==> src/rtl/right_shift.sv <==
// Multi-cycle right shifter (SRL/SRA) for the execute stage.
// Shifts one bit per clock; busy/done are pure decodes of the state register.
module right_shift #(
    parameter int unsigned WIDTH   = 32,
    parameter int unsigned SHAMT_W = 5
) (
    input  logic               clk,
    input  logic               reset_n,
    input  logic               start,
    input  logic               arith,
    input  logic [SHAMT_W-1:0] shamt,
    input  logic [WIDTH-1:0]   data_in,
    output logic [WIDTH-1:0]   data_out,
    output logic               busy,
    output logic               done
);

    typedef enum logic [1:0] {
        StIdle  = 2'd0,
        StShift = 2'd1,
        StDone  = 2'd2
    } state_e;

    state_e             state_q, state_d;
    logic [WIDTH-1:0]   result_q, result_d;
    logic [SHAMT_W-1:0] cnt_q, cnt_d;
    logic               arith_q, arith_d;

    // State and datapath registers with synchronous active-low reset.
    always_ff @(posedge clk) begin
        if (!reset_n) begin
            state_q  <= StIdle;
            result_q <= '0;
            cnt_q    <= '0;
            arith_q  <= 1'b0;
        end else begin
            state_q  <= state_d;
            result_q <= result_d;
            cnt_q    <= cnt_d;
            arith_q  <= arith_d;
        end
    end

    // Next-state logic: accept in idle, shift one bit per cycle, one-cycle done.
    always_comb begin
        state_d  = state_q;
        result_d = result_q;
        cnt_d    = cnt_q;
        arith_d  = arith_q;
        unique case (state_q)
            StIdle: begin
                if (start) begin
                    result_d = data_in;
                    cnt_d    = shamt;
                    arith_d  = arith;
                    state_d  = (shamt != '0) ? StShift : StDone;
                end
            end
            StShift: begin
                // Fill from the current MSB so repeated steps match >>>.
                result_d = {arith_q & result_q[WIDTH-1], result_q[WIDTH-1:1]};
                cnt_d    = cnt_q - SHAMT_W'(1);
                if (cnt_q == SHAMT_W'(1)) begin
                    state_d = StDone;
                end
            end
            StDone: begin
                state_d = StIdle;
            end
            default: begin
                state_d = StIdle;
            end
        endcase
    end

    // Outputs decoded from registered state only.
    always_comb begin
        data_out = result_q;
        busy     = (state_q != StIdle);
        done     = (state_q == StDone);
    end

endmodule

==> config.mk <==
export PLATFORM = sky130hd
export DESIGN_NAME = right_shift
export DESIGN_NICKNAME = d
export VERILOG_FILES = /design/src/rtl/right_shift.sv
export SDC_FILE = /design/constraint.sdc
export NUM_CORES = 1
export LEC_CHECK = 0
export ABC_AREA = 1
export BUFFER_PORTS_ARGS = -buffer_cell sky130_fd_sc_hd__buf_4
export CORE_ASPECT_RATIO = 1.75
export CORE_MARGIN = 2
export CORE_UTILIZATION = 47
export DETAILED_ROUTE_END_ITERATION = 8
export GPL_ROUTABILITY_DRIVEN = 0
export PLACE_DENSITY = 0.88
export SLEW_MARGIN = 20
export SYNTH_ARGS = -nofsm -noshare
export SYNTH_HDL_FRONTEND = slang
export SYNTH_SLANG_ARGS = --single-unit
==> constraint.sdc <==
create_clock -name clk -period 1.4 [get_ports clk]
set_input_delay 0.21 -clock clk [delete_from_list [all_inputs] [get_ports clk]]
set_output_delay 0.21 -clock clk [all_outputs]
set_load 0.03 [all_outputs]
==> metrics.md <==
| Metric | Value |
|---|---|
| Status | completed |
| Synth area leaders | dfxtp_1 44%, nand2_1 16%, a31oi_1 11% |
| Worst slack, placed | 111 ps |
| Setup Skew | 6.48 ps |
| Unique cell type count in the Yosys netlist | 22 |
| Worst EP arrival | between 1000 and 1500 ps |
| DR iter-0 viols | 51 |
| Slew Limit Headroom | 79.1% |
| Final hold vios | 0 |
| WHS Path Cells | 3 |
| Die area | 0.00444 mm2 |
| DRC viols | 0 |
| CTS H-tree depth | 2 |
| Hold path startpoint | data_in[5] |
| Final setup fails | 0 |
| Leading area contributor after synthesis | dfxtp_1 |
| Fmax | a little under 800 MHz |
| Power Density | 1270 mW/mm2 |
| Input/output buffers | 74 |
| VDD IR-drop max | 0.000848 V |
| Synthesized flop and latch total | 40 |
| CTS tree | built |
| Initial antenna violation count | 0 |
| Maximum Capacitance Violations | 0 |
| Vias | just under 2000 |
| HP Class | primary input to register |
| Leading cell type in the layout, fill and taps excluded | nand2_1 |
| Setup TNS | 0 ps |
| Number of global-route vias before repair | approximately 1800 |
| Clock Path Buffers | 2 |
| Final min period | 1270 ps |
| WL per Instance | 12.6 um |
| Post-route cell area | approximately 0.0025 mm2 |
| RSZ-0062 raised after global routing | false |
| Routed wire length | 4.68 mm |
| Most frequent cells in the layout | 79 x nand2_1, 76 x buf_4, 40 x dfxtp_1 |
| FF-to-FF setup slack | roughly 130 ps |
| Setup crit end kind | register |
| Die Wd | between 50 and 60 um |
| Syn-to-layout area delta | 38.1% |
| Syn Area/Cell | slightly above 7 um2 |
| Share of layout cells above drive strength 1 | around 30% |
| Antenna Nets Post-Route | 0 |
| Clock tree root driver cell | clkbuf_8 |
| CORE AREA | between 0.003 and 0.004 mm2 |
| CP max FO | 41 |
| Sequential share of the synthesized area | a little over two fifths |
| Least-Margin Pin Slew | 313 ps |
| Gr usage total | 21.8% |
| Post-DP Area | 0.00243 mm2 |
| Worst reg2reg path depth | 8 |
| Area share of the largest cell type after synthesis | 43.7% |
| First-pass GRT wire length | ~7.6 mm |
| YS warnings | 0 |
| CP required | approximately 1600 ps |
| Post-DP HPWL | 3.32 mm |
| Crit path kind | register to register |
| IO Count | 75 |
| Crit Reg-Reg Endpoint | cnt_q[3] |
| Hold endpoint | data_out[5] |
| Drt first pass iters | 6 |
| Latest clock arrival within the worst-skew pair | 290 ps |
| CTS sink count | 40 |
| Fin crit share | just over 90% |
| Die Span Y | just under 90 um |
| Initial Util | 47.9% |
| Site Rows | 30 |
| Fillers | ~360 |
| CP startpoint | state_q[1] |
| Worst r2r src | state_q[1] |
| Synthesized instance count | ~250 |
| Final worst slack | 127 ps |
| Via density | 5.32 |
| Startpoint types | register |
| Post-Syn Area | approximately 0.0018 mm2 |
| Nets@finish | 364 |
| Largest net degree at the start of global routing | 42 |
| CTS clk-pin slew, worst paths | 80 ps |
| Syn_nets | 295 |
| Slew Viols, Final | 0 |
| Ant. Diodes | 0 |
| Total grt overflow | 0 |
| Leakage | around 0.0012 uW |
| Inserted Clock Buffers | 5 |
==> power breakdown <==
group | switching, uW | internal, uW
Clock | 386 | 393
Sequential | 116 | 1280
Combinational | 617 | 420
Total | 1120 | 2090
==> cell type report <==
| cell class | count | area (um2) | area share, % |
|---|---|---|---|
| Multi-Input combinational cell | 180 | 876 | 34.6 |
| Clock inverter | 2 | 10.0 | 0.395 |
| Timing Repair Buffer | 80 | 651 | 25.7 |
| Sequential cell | 40 | 801 | 31.6 |
| Inverter | 14 | 52.6 | 2.08 |
| Clock buffer | 6 | 82.6 | 3.26 |
| Tap cell | 48 | 60.1 | 2.37 |
==> cell families (layout without fill, tap and decap cells) <==
logic type	count (synthesis)	after routing	share of synthesized area [%]
buf+inv	32	102	9.14
xor+xnor	1	1	0.478
flops	40	40	43.7
fa+ha+maj	2	2	1.36
compound gates	79	79	24.2
simple gates	98	98	21.1
==> worst max-delay path: stages, from the launching register on <==
cell and delay, ps:
dfxtp_1 350, inv_2 70, nand2_4 90, buf_12 200, inv_2 70, buf_12 160, nand3_1 80, nand2_1 50
a21oi_1 110
==> synth_stat cells <==
| master | number |
|---|---|
| nor2_1 | 9 |
| o21ai_1 | 8 |
| nor3b_1 | 1 |
| dfxtp_1 | 40 |
| nor3_1 | 1 |
| buf_6 | 2 |
| ha_1 | 2 |
| xor2_1 | 1 |
| a21oi_1 | 6 |
| a31oi_1 | 31 |
| nand2_2 | 3 |
| buf_4 | 8 |
| inv_1 | 11 |
| buf_2 | 2 |
| o21ai_0 | 32 |
| inv_2 | 3 |
| nand4_1 | 1 |
| o21a_1 | 1 |
| clkbuf_1 | 6 |
| nand3_1 | 4 |
| nand2_1 | 79 |
| a31oi_2 | 1 |
==> per-stage QoR <==
step / instances / hold WS, ps / power (uW) / util, %
after floorplan: 252 / 352 / 2060 / -
after global placement: 362 / 455 / 2420 / 63.5
after detailed placement: 362 / 479 / 2450 / 63.5
after CTS: 370 / 183 / 3220 / 65.9
after global routing: 370 / 195 / 3380 / 66.1
final: 370 / 187 / 3210 / 66.1
==> state kept, by name (all words and copies together) (netlist names) <==
name	flops
arith_q	1
cnt_q	5
data_out	32
state_q	2
==> worst max path at each step <==
stage / endpoint
3_3_place_gp: cnt_q[4]
6_report: cnt_q[3]
5_1_grt: cnt_q[3]
2_1_floorplan: data_out[31]
4_1_cts: data_out[1]
3_5_place_dp: data_out[17]
==> metal layers <==
| layer | vias up | track usage (%) | part of all wire [%] |
|---|---|---|---|
| li1 | 988 | - | - |
| met1 | 896 | 24.1 | 40 |
| met2 | 71 | 39.8 | 53 |
| met3 | 12 | 3.45 | 5.2 |
| met4 | 0 | 10.0 | 2.3 |
| met5 | - | 0 | 0 |
==> timing repair <==
| item | in CTS | in global routing |
|---|---|---|
| setup buffers | 0 | 0 |
| endpoints found under the setup margin | 0 | 3 |
| endpoints found under the hold margin | 0 | 0 |
| resized for setup | 0 | 2 |
| hold buffers | 0 | 0 |
Note: power is estimated with default switching activity, not from simulation.
